**src/rtl/rsa_sched_pkg.sv**
```systemverilog
// Shared types and constants for the RSA job scheduler.
package rsa_sched_pkg;

    localparam int unsigned NREQ = 2;
    localparam int unsigned IDXW = (NREQ > 1) ? $clog2(NREQ) : 1;

    typedef enum logic [1:0] {
        IDLE,
        START,
        RUN,
        DONE
    } state_t;

endpackage

```
**src/rtl/rsa_scheduler_if.sv**
```systemverilog
// Requester-side and datapath-side signals of the RSA scheduler.
interface rsa_scheduler_if
    import rsa_sched_pkg::*;
#(
    parameter int unsigned WIDTH = 8
);

    logic [NREQ-1:0]       req;
    logic [NREQ*WIDTH-1:0] p_in;
    logic [NREQ*WIDTH-1:0] e_in;
    logic [NREQ*WIDTH-1:0] m_in;
    logic [NREQ*WIDTH-1:0] const_in;
    logic [NREQ-1:0]       gnt;
    logic [NREQ-1:0]       done;
    logic [WIDTH-1:0]      result;
    logic                  err;
    logic                  busy;
    logic                  rsa_ena;
    logic                  rsa_clear;
    logic [WIDTH-1:0]      rsa_p;
    logic [WIDTH-1:0]      rsa_e;
    logic [WIDTH-1:0]      rsa_m;
    logic [WIDTH-1:0]      rsa_const;
    logic [WIDTH-1:0]      rsa_c;
    logic                  rsa_eoc;

    // Scheduler view.
    modport slave (
        input  req, p_in, e_in, m_in, const_in, rsa_c, rsa_eoc,
        output gnt, done, result, err, busy,
               rsa_ena, rsa_clear, rsa_p, rsa_e, rsa_m, rsa_const
    );

    // Requesters plus datapath view.
    modport master (
        output req, p_in, e_in, m_in, const_in, rsa_c, rsa_eoc,
        input  gnt, done, result, err, busy,
               rsa_ena, rsa_clear, rsa_p, rsa_e, rsa_m, rsa_const
    );

endinterface

```
**src/rtl/rsa_rr_arbiter.sv**
```systemverilog
// Combinational round-robin selector: search starts just after the last owner.
module rsa_rr_arbiter
    import rsa_sched_pkg::*;
(
    input  logic [NREQ-1:0] req,
    input  logic [IDXW-1:0] last_grant,
    output logic [NREQ-1:0] grant
);

    logic [IDXW-1:0] idx;
    logic            found;

    always_comb begin
        grant = '0;
        found = 1'b0;
        idx   = '0;
        for (int unsigned k = 1; k <= NREQ; k++) begin
            idx = IDXW'((32'(last_grant) + k) % NREQ);
            if (!found && req[idx]) begin
                grant[idx] = 1'b1;
                found      = 1'b1;
            end
        end
    end

endmodule

```
**src/rtl/rsa_scheduler.sv**
```systemverilog
// Arbitrates two requesters onto one RSA datapath and supervises each job
// with a start pulse, end-of-conversion capture and a run-time watchdog.
module rsa_scheduler
    import rsa_sched_pkg::*;
#(
    parameter int unsigned WIDTH   = 8,
    parameter int unsigned TIMEOUT = 1023
) (
    input logic            clk,
    input logic            rst,
    rsa_scheduler_if.slave bus
);

    localparam int unsigned   TW     = $clog2(TIMEOUT + 1);
    localparam logic [TW-1:0] T_LAST = TW'(TIMEOUT - 1);

    state_t            state;
    state_t            state_nxt;
    logic [NREQ-1:0]   arb_grant;
    logic [NREQ-1:0]   gnt_q;
    logic [NREQ-1:0]   done_v;
    logic [IDXW-1:0]   last_grant;
    logic [IDXW-1:0]   owner;
    logic [IDXW-1:0]   sel;
    logic [TW-1:0]     timer;
    logic              timed_out;
    logic              ena;
    logic              clear;
    logic              err_q;
    logic [WIDTH-1:0]  result_q;
    logic [WIDTH-1:0]  p_sel, e_sel, m_sel, k_sel;
    logic [WIDTH-1:0]  p_q, e_q, m_q, k_q;

    assign timed_out = (timer == T_LAST);

    rsa_rr_arbiter u_arb (
        .req        (bus.req),
        .last_grant (last_grant),
        .grant      (arb_grant)
    );

    always_comb begin
        sel   = '0;
        p_sel = '0;
        e_sel = '0;
        m_sel = '0;
        k_sel = '0;
        for (int unsigned i = 0; i < NREQ; i++) begin
            if (arb_grant[i]) begin
                sel   = IDXW'(i);
                p_sel = bus.p_in[i*WIDTH +: WIDTH];
                e_sel = bus.e_in[i*WIDTH +: WIDTH];
                m_sel = bus.m_in[i*WIDTH +: WIDTH];
                k_sel = bus.const_in[i*WIDTH +: WIDTH];
            end
        end
    end

    always_ff @(posedge clk or posedge rst) begin
        if (rst) state <= IDLE;
        else     state <= state_nxt;
    end

    // eoc is not looked at in START; it only matters once RUN is reached.
    always_comb begin
        state_nxt = state;
        ena       = 1'b0;
        clear     = 1'b0;
        done_v    = '0;
        unique case (state)
            IDLE:  if (|bus.req) state_nxt = START;
            START: begin
                ena       = 1'b1;
                clear     = 1'b1;
                state_nxt = RUN;
            end
            RUN: begin
                ena = 1'b1;
                if (bus.rsa_eoc || timed_out) state_nxt = DONE;
            end
            DONE: begin
                done_v    = gnt_q;
                state_nxt = IDLE;
            end
            default: state_nxt = IDLE;
        endcase
    end

    always_ff @(posedge clk or posedge rst) begin
        if (rst) begin
            gnt_q      <= '0;
            owner      <= '0;
            last_grant <= IDXW'(1);
            timer      <= '0;
            result_q   <= '0;
            err_q      <= 1'b0;
            p_q        <= '0;
            e_q        <= '0;
            m_q        <= '0;
            k_q        <= '0;
        end else begin
            unique case (state)
                IDLE: if (|bus.req) begin
                    gnt_q <= arb_grant;
                    owner <= sel;
                    p_q   <= p_sel;
                    e_q   <= e_sel;
                    m_q   <= m_sel;
                    k_q   <= k_sel;
                end
                START: timer <= '0;
                RUN: begin
                    timer <= timer + TW'(1);
                    if (bus.rsa_eoc) begin
                        result_q <= bus.rsa_c;
                        err_q    <= 1'b0;
                    end else if (timed_out) begin
                        err_q <= 1'b1;
                    end
                end
                DONE: begin
                    last_grant <= owner;
                    gnt_q      <= '0;
                end
                default: ;
            endcase
        end
    end

    assign bus.gnt       = gnt_q;
    assign bus.done      = done_v;
    assign bus.result    = result_q;
    assign bus.err       = err_q;
    assign bus.busy      = (state != IDLE);
    assign bus.rsa_ena   = ena;
    assign bus.rsa_clear = clear;
    assign bus.rsa_p     = p_q;
    assign bus.rsa_e     = e_q;
    assign bus.rsa_m     = m_q;
    assign bus.rsa_const = k_q;

endmodule

```
**src/flat_wrapper.sv**
```systemverilog
// flat-port wrapper written by rule: the top's interface ports become plain ports
module rsa_scheduler_flat import rsa_sched_pkg::*;
#(
    parameter int unsigned WIDTH   = 8,
    parameter int unsigned TIMEOUT = 1023
)
  (clk, rst, bus_req, bus_p_in, bus_e_in, bus_m_in, bus_const_in, bus_rsa_c, bus_rsa_eoc, bus_gnt, bus_done, bus_result, bus_err, bus_busy, bus_rsa_ena, bus_rsa_clear, bus_rsa_p, bus_rsa_e, bus_rsa_m, bus_rsa_const);
  rsa_scheduler_if #(.WIDTH(WIDTH)) bus_i ();
  input logic clk;
  input logic rst;
  input wire logic [$bits(bus_i.req)-1:0] bus_req;
  input wire logic [$bits(bus_i.p_in)-1:0] bus_p_in;
  input wire logic [$bits(bus_i.e_in)-1:0] bus_e_in;
  input wire logic [$bits(bus_i.m_in)-1:0] bus_m_in;
  input wire logic [$bits(bus_i.const_in)-1:0] bus_const_in;
  input wire logic [$bits(bus_i.rsa_c)-1:0] bus_rsa_c;
  input wire logic [$bits(bus_i.rsa_eoc)-1:0] bus_rsa_eoc;
  output wire logic [$bits(bus_i.gnt)-1:0] bus_gnt;
  output wire logic [$bits(bus_i.done)-1:0] bus_done;
  output wire logic [$bits(bus_i.result)-1:0] bus_result;
  output wire logic [$bits(bus_i.err)-1:0] bus_err;
  output wire logic [$bits(bus_i.busy)-1:0] bus_busy;
  output wire logic [$bits(bus_i.rsa_ena)-1:0] bus_rsa_ena;
  output wire logic [$bits(bus_i.rsa_clear)-1:0] bus_rsa_clear;
  output wire logic [$bits(bus_i.rsa_p)-1:0] bus_rsa_p;
  output wire logic [$bits(bus_i.rsa_e)-1:0] bus_rsa_e;
  output wire logic [$bits(bus_i.rsa_m)-1:0] bus_rsa_m;
  output wire logic [$bits(bus_i.rsa_const)-1:0] bus_rsa_const;
  assign bus_i.req = bus_req;
  assign bus_i.p_in = bus_p_in;
  assign bus_i.e_in = bus_e_in;
  assign bus_i.m_in = bus_m_in;
  assign bus_i.const_in = bus_const_in;
  assign bus_i.rsa_c = bus_rsa_c;
  assign bus_i.rsa_eoc = bus_rsa_eoc;
  assign bus_gnt = bus_i.gnt;
  assign bus_done = bus_i.done;
  assign bus_result = bus_i.result;
  assign bus_err = bus_i.err;
  assign bus_busy = bus_i.busy;
  assign bus_rsa_ena = bus_i.rsa_ena;
  assign bus_rsa_clear = bus_i.rsa_clear;
  assign bus_rsa_p = bus_i.rsa_p;
  assign bus_rsa_e = bus_i.rsa_e;
  assign bus_rsa_m = bus_i.rsa_m;
  assign bus_rsa_const = bus_i.rsa_const;
  rsa_scheduler #(.WIDTH(WIDTH), .TIMEOUT(TIMEOUT)) u_core (.clk(clk), .rst(rst), .bus(bus_i));
endmodule
```
**config.mk**
```make
export PLATFORM = sky130hd
export DESIGN_NAME = rsa_scheduler_flat
export DESIGN_NICKNAME = d
export VERILOG_FILES = /design/src/rtl/rsa_sched_pkg.sv /design/src/rtl/rsa_scheduler_if.sv /design/src/rtl/rsa_rr_arbiter.sv /design/src/rtl/rsa_scheduler.sv /design/src/flat_wrapper.sv
export SDC_FILE = /design/constraint.sdc
export NUM_CORES = 1
export LEC_CHECK = 0
export BUFFER_PORTS_ARGS = -buffer_cell sky130_fd_sc_hd__buf_4
export CORE_MARGIN = 2
export CORE_UTILIZATION = 50
export DETAILED_ROUTE_END_ITERATION = 16
export GPL_TIMING_DRIVEN = 1
export PLACE_DENSITY = 0.93
export SKIP_LAST_GASP = 1
export SLEW_MARGIN = 20
export SYNTH_ARGS = -nofsm -noshare
export SYNTH_HDL_FRONTEND = slang
export SYNTH_HIERARCHICAL = 1
export SYNTH_SLANG_ARGS = --single-unit
```
**constraint.sdc**
```tcl
create_clock -name clk -period 3.22 [get_ports clk]
set_input_delay 0.644 -clock clk [delete_from_list [all_inputs] [get_ports clk]]
set_output_delay 0.644 -clock clk [all_outputs]
set_load 0.02 [all_outputs]
```
; Word level (Yosys, flattened, before mapping)
; Index checks and enable logic that the tools add are counted.
[word_totals]
register_bits = 57
word_cells = 73
[classes]
n_addsub = 3
n_lt_le_gt_ge = 4
n_eq_ne = 6
mux = 31
n_bitwise = 1
n_reduce_logical = 17
[ops]
columns = cell, n
row1 = $mux W8, 8
row2 = $pmux W10 S2, 1
row3 = $mux W1, 12
row4 = $mux W2, 6
row5 = $add A10 B1 Y10 const B, 1
row6 = $eq A10 B10 Y1 const B, 1
row7 = $reduce_and A2 Y1, 5
row8 = $pmux W2 S4, 1
row9 = $reduce_bool A2 Y1, 4
row10 = $eq A2 B2 Y1 const B, 2
row11 = $lt A1 B2 Y1 const B, 2
row12 = $ne A2 B1 Y1 const B, 2
row13 = $pmux W2 S2, 1
row14 = $reduce_or A2 Y1, 2
row15 = $logic_and A1 B1 Y1, 3
row16 = $add A1 B1 Y1 const B, 2
row17 = $demux W1 S1, 2
row18 = $eq A2 B1 Y1 const B, 1
row19 = $ge A1 B1 Y1 const B, 2
row20 = $logic_not A2 Y1, 1
row21 = $or A2 B2 Y2, 1
row22 = $logic_not A1 Y1, 1
row23 = $logic_or A1 B1 Y1, 1

; Longest topological paths before layout
[logic_depth]
ltp_word = 10
depth_mapped = 6
ltp_nobuf = 5

; By module
; The synthesis kept the hierarchy.
[by_module_without_submodules]
columns = module, n_inst, cells_per_inst, area_each_um2
row1 = rsa_scheduler, 1, 260, 2662.6
row2 = rsa_rr_arbiter, 1, 3, 18.8

; Least setup slack after synthesis
; Ideal clock, no wire load.
[synth_path]
kind = register to register
start = reg u_core.state[0]
end = reg u_core.timer[8]
setup_time_ns = 0.066
t_arrival_ns = 1.712
t_required_ns = 3.154
setup_slack_ns = 1.442
path_stages_with_launch = 7
path_buffers = 1
path_cell_list = dfrtp_1 -> inv_1 -> ha_1 -> buf_6 -> nand4_2 -> or4_1 -> nand2_1
[synth_via]
elab_chain_cells = 2
[synth_lines]
columns = item, line_no
row1 = start: declaration, rsa_scheduler.sv:17  ; state_t state;
row2 = start signal: assignment, rsa_scheduler.sv:61  ; else state <= state_nxt;
row3 = $eq A2 B2 Y1 or $eq A2 B1 Y1 (tied branches), rsa_scheduler.sv:102  ; unique case (state)
row4 = $pmux W10 S2 or $reduce_bool A2 Y1 (tied branches), -
row5 = end signal: assignment, rsa_scheduler.sv:113  ; timer <= timer + TW'(1);
row6 = end: declaration, rsa_scheduler.sv:25  ; logic [TW-1:0] timer;
; Several ways; a longest one is shown, not always the timed one.
; A chain may end at the register's enable or synchronous reset.

; Worst setup path in the final report
[layout_path]
start = reg u_core.state[0]
end = out bus_rsa_ena
[layout_via]
elab_chain_cells = 3
[layout_lines]
columns = item, line_no
row1 = $eq A2 B1 Y1 or $eq A2 B2 Y1 (tied branches), rsa_scheduler.sv:70  ; unique case (state)
row2 = $reduce_or A2 Y1 (no line) *, -
row3 = $mux W1 *, rsa_scheduler.sv:70
row4 = end: declaration, flat_wrapper.sv:23  ; output wire logic [$bits(bus_i.rsa_ena)-1:0] bus_rsa_ena;
; Mark *: on every way between the ends. The rest lies on a longest branch, timed or not.

==> results.md <==
Status:
- The run finished with clean final reports.

STA:
- Setup violations remaining at the end of the flow were counted as 0.
- The maximum achievable frequency is 443 MHz.
- Setup repair after global routing left no endpoint under its margin.
- The setup slack after layout is 0.962 ns.
- The minimum period implied by the final worst setup slack is 2.26 ns.
- The slew at the pin with the worst max-slew slack is 0.698 ns.
- The setup TNS is 0 ns.
- The number of hold-slack violations in the final timing report is 0.
- Clock skew on the completed layout was measured at 0.0103 ns.
- Headroom to the max-slew limit came out at 0.534.
- The part of the cycle the worst path needs is 0.701.
- The final count of pins violating max slew is 0.

Finish:
- The final net count is 471.
- The post-route non-filler standard cell count is 463.
- The layout-stage area growth over the synthesis result is 43.7%.
- Of the cells placed in the final design, the portion with a size suffix greater than 1 is 0.402.
- The final antenna diode count is 0.
- The number of inserted filler cells in the final layout is 397.
- The final design area excluding fillers is 0.00385 mm².

CTS:
- The number of hold buffers added after CTS is 0.
- Counting along the longest clock path gives a buffer depth of 2.
- The number of buffers created by CTS is 9.
- The buffer type at the clock tree root is clkbuf_8.
- At the later pin of the worst-skew pair, clock insertion delay measures 0.33 ns.
- The TritonCTS clock tree is done.
- The number of levels in the clock H-tree is 3.
- The number of buffers added for setup after CTS is 0.
- After clock tree synthesis, the repair step resized 0 gates.
- Clock-pin slew was measured on the worst setup and hold paths at 0.06 ns.
- The number of sinks handled by clock tree synthesis is 57.

Worst setup path:
- Of all nets on the critical path, the largest fanout is 13.
- Across all register-to-register paths, the minimum setup slack is 1.07 ns.
- The data arrival time of the critical path is 1.61 ns.
- The destination of the worst register-to-register timing path is u_core/bus.rsa_e[4].
- The critical path goes through inv_1, ha_1, buf_4.
- The type of the setup path with the least slack is register to output pin.
- The number of stages on the worst setup path is 3.
- The destination of the critical timing path is bus_rsa_ena.
- The worst setup path is captured at an output pin.
- The worst setup path is launched from a register.
- The worst reg2reg path depth is 6.
- The reg-to-reg critical path startpoint is u_core/last_grant.
- The buffers plus inverters on the worst setup path is 2.
- In this design, the largest share of critical-path delay is due to adder cells.
- The largest stage delay on the critical path is 0.55 ns.
- The worst setup path startpoint is u_core/state[0].
- The required time reported for the critical path endpoint is 2.58 ns.
- The slowest stage of the critical path is the ha_1 cell.

Route:
- The number of vias in the routed layout is 2,524.
- The final routed wire length divided by cell count is 15.4 µm.
- The residual antenna-violating net count after detailed routing is 0.
- The DRC violations left is 0.
- The ratio of routed vias to standard cells is 5.45.
- The iteration count of the initial detailed-routing pass is 5.
- Wires add up to 7130 µm.
- The detailed router finished its first iteration with 171 violations.

Floorplan:
- The starting density of the core is 0.522.
- The horizontal die dimension is 77.2 µm.
- In this run the vertical extent of the chip is 77.2 µm.
- The I/O pin count is 125.
- The die covers 0.00596 mm².
- The standard-cell row count is 26.
- The core region is 0.00514 mm².

Logic synthesis:
- The count of distinct cell types in the synthesized netlist is 42.
- Of the synthesized area, sequential elements account for 0.532.
- The most used flip-flop cell after synthesis is dfrtp_1.
- After synthesis, the mean cell area works out to 10.2 µm².
- Ranked by instance count, the synthesized netlist is headed by dfrtp_1, nand2_1, a22oi_1, o21ai_0, o21ai_1.
- The main combinational cell family by area after synthesis is compound AO/OA/AOI/OAI gates.
- The post-synthesis net count is 346.
- The area of the mapped netlist is 0.00268 mm².
- The register bit total from synthesis is 57.
- By area the synthesized netlist is led by dfrtp_1, a22oi_1, nand2_1.
- The number of enable-type register cells in the synthesized netlist is 0.
- Synthesis handed over a netlist of 263 instances.
- The share of synthesized area in the top cell type comes to 0.523.
- The fraction of the mapped netlist area in adder cells is 0.0280.
- The area share of and/or/nand/nor cells after synthesis is 0.142.
- The xor and xnor fraction of the mapped netlist area is 0.
- The number of synthesis warnings is 6.
- The share of the synthesized area in compound gates (AO/OA/AOI/OAI) is 0.219.
- dfrtp_1 is the most common cell in the netlist.
- The post-synthesis cell type with the largest combined area is dfrtp_1.
- The portion of synthesized area spent on multiplexers is 0.0415.
- For this run, asynchronously set or reset flops after synthesis account for 1.00.

GRT:
- The initial antenna violation count was 0.
- Global routing finished with a remaining overflow of 0.
- The via count of the first global-routing pass is 2,512.
- The first-pass GRT wire length is 11,600 µm.
- The largest net degree at the start of global routing is 64.
- Across every metal layer, demand over resource in global routing totals 0.247.

Run:
- The tool flagged a number of max-cap violations equal to 0.

Power and ir drop:
- The total power divided by cell area is 852 mW/mm².
- The overall power consumption is 3280 µW.
- VDD sags by at most 0.000481 V.
- In this run the static leakage power is 0.00188 µW.

Place:
- The half-perimeter wire length of the detailed placement result is 5130 µm.
- The count of buffers inserted at the top-level ports is 124.
- Routability-driven placement finished with a final weighted congestion of 0.817.
- At the placement stage, the worst setup path has a slack of 0.868 ns.
- The placed instances occupy a cell area of 0.00368 mm².
- The number of placed instances, taps included, is 447.

Hold path:
- The path class of the tightest hold or removal check is register to register.
## report_power, final
part / internal, µW / total [µW] / switching, µW
sequential: 976 / 1130 / 155
combinational: 657 / 1570 / 908
clock: 321 / 588 / 267
total: 1950 / 3280 / 1330
## placed cells by master (no fill, tap or decap), drive strengths merged, types with 3 or more instances in the layout
cell / instances
and2: 3
inv: 9
nor2b: 3
nand3: 3
ha: 6
mux2: 9
a22oi: 34
a21oi: 4
nand2: 45
clkbuf: 14
or4: 4
buf: 128
dfrtp: 56
o21ai: 39
nand4: 4
## stage by stage
| stage | hold WS (ns) | util |
|---|---|---|
| floorplan | 0.440 | - |
| global placement | 0.453 | 0.716 |
| detailed placement | 0.471 | 0.716 |
| CTS | 0.485 | 0.750 |
| global route | 0.523 | 0.750 |
| finish | 0.482 | 0.750 |
## worst register-to-register path: stages, from the launching register on
cell and delay, ns:
dfstp_2 0.55, inv_1 0.05, a21boi_1 0.23, nor2b_2 0.59
buf_4 0.34, a22oi_1 0.09, o21ai_0 0.20
## per-layer routing
layer  vias to the layer above  GRT usage  part of all wire
met2                       103      0.404              0.53
met5                         -          0                 0
met4                         0      0.120             0.031
li1                       1208          -                 -
met3                        21     0.0741             0.072
met1                      1192      0.297              0.37
## worst min path at each step
stage                     endpoint  slack, ns                start  cells past startpoint
4_1_cts        u_core/bus.rsa_p[6]       0.48  u_core/bus.rsa_p[6]                      2
2_1_floorplan         u_core/owner       0.44         u_core/owner                      2
6_report       u_core/bus.rsa_p[6]       0.48  u_core/bus.rsa_p[6]                      2
3_3_place_gp          u_core/owner       0.45         u_core/owner                      2
3_5_place_dp   u_core/bus.rsa_p[6]       0.47  u_core/bus.rsa_p[6]                      2
5_1_grt        u_core/bus.rsa_m[7]       0.52  u_core/bus.rsa_m[7]                      2
## final cells by class
cell class / instances / area, µm² / share of cell area
clock buffer: 14 / 163 / 0.0422
clock inverter: 2 / 12.5 / 0.00325
inverter: 9 / 33.8 / 0.00877
multi-input combinational: 183 / 1170 / 0.303
sequential: 57 / 1430 / 0.370
tap: 70 / 87.6 / 0.0227
timing repair buffer: 128 / 961 / 0.249
## cells by family (layout without fill, tap and decap cells)
| family | Yosys count | in the layout |
|---|---|---|
| multiplexers | 10 | 10 |
| flip-flops | 57 | 57 |
| buffers and inverters | 23 | 153 |
| adder cells (fa/ha/maj) | 6 | 6 |
| AO/OA/AOI/OAI | 92 | 92 |
| AND/OR/NAND/NOR | 75 | 75 |
## state kept, by name (all words and copies together) (netlist names)
| signal | count |
|---|---|
| u_core/bus.err | 1 |
| u_core/bus.gnt | 2 |
| u_core/bus.result | 8 |
| u_core/bus.rsa_const | 8 |
| u_core/bus.rsa_e | 8 |
| u_core/bus.rsa_m | 8 |
| u_core/bus.rsa_p | 8 |
| u_core/last_grant | 1 |
| u_core/owner | 1 |
| u_core/state | 2 |
| u_core/timer | 10 |
No activity file was read; power rests on OpenSTA's default activity.
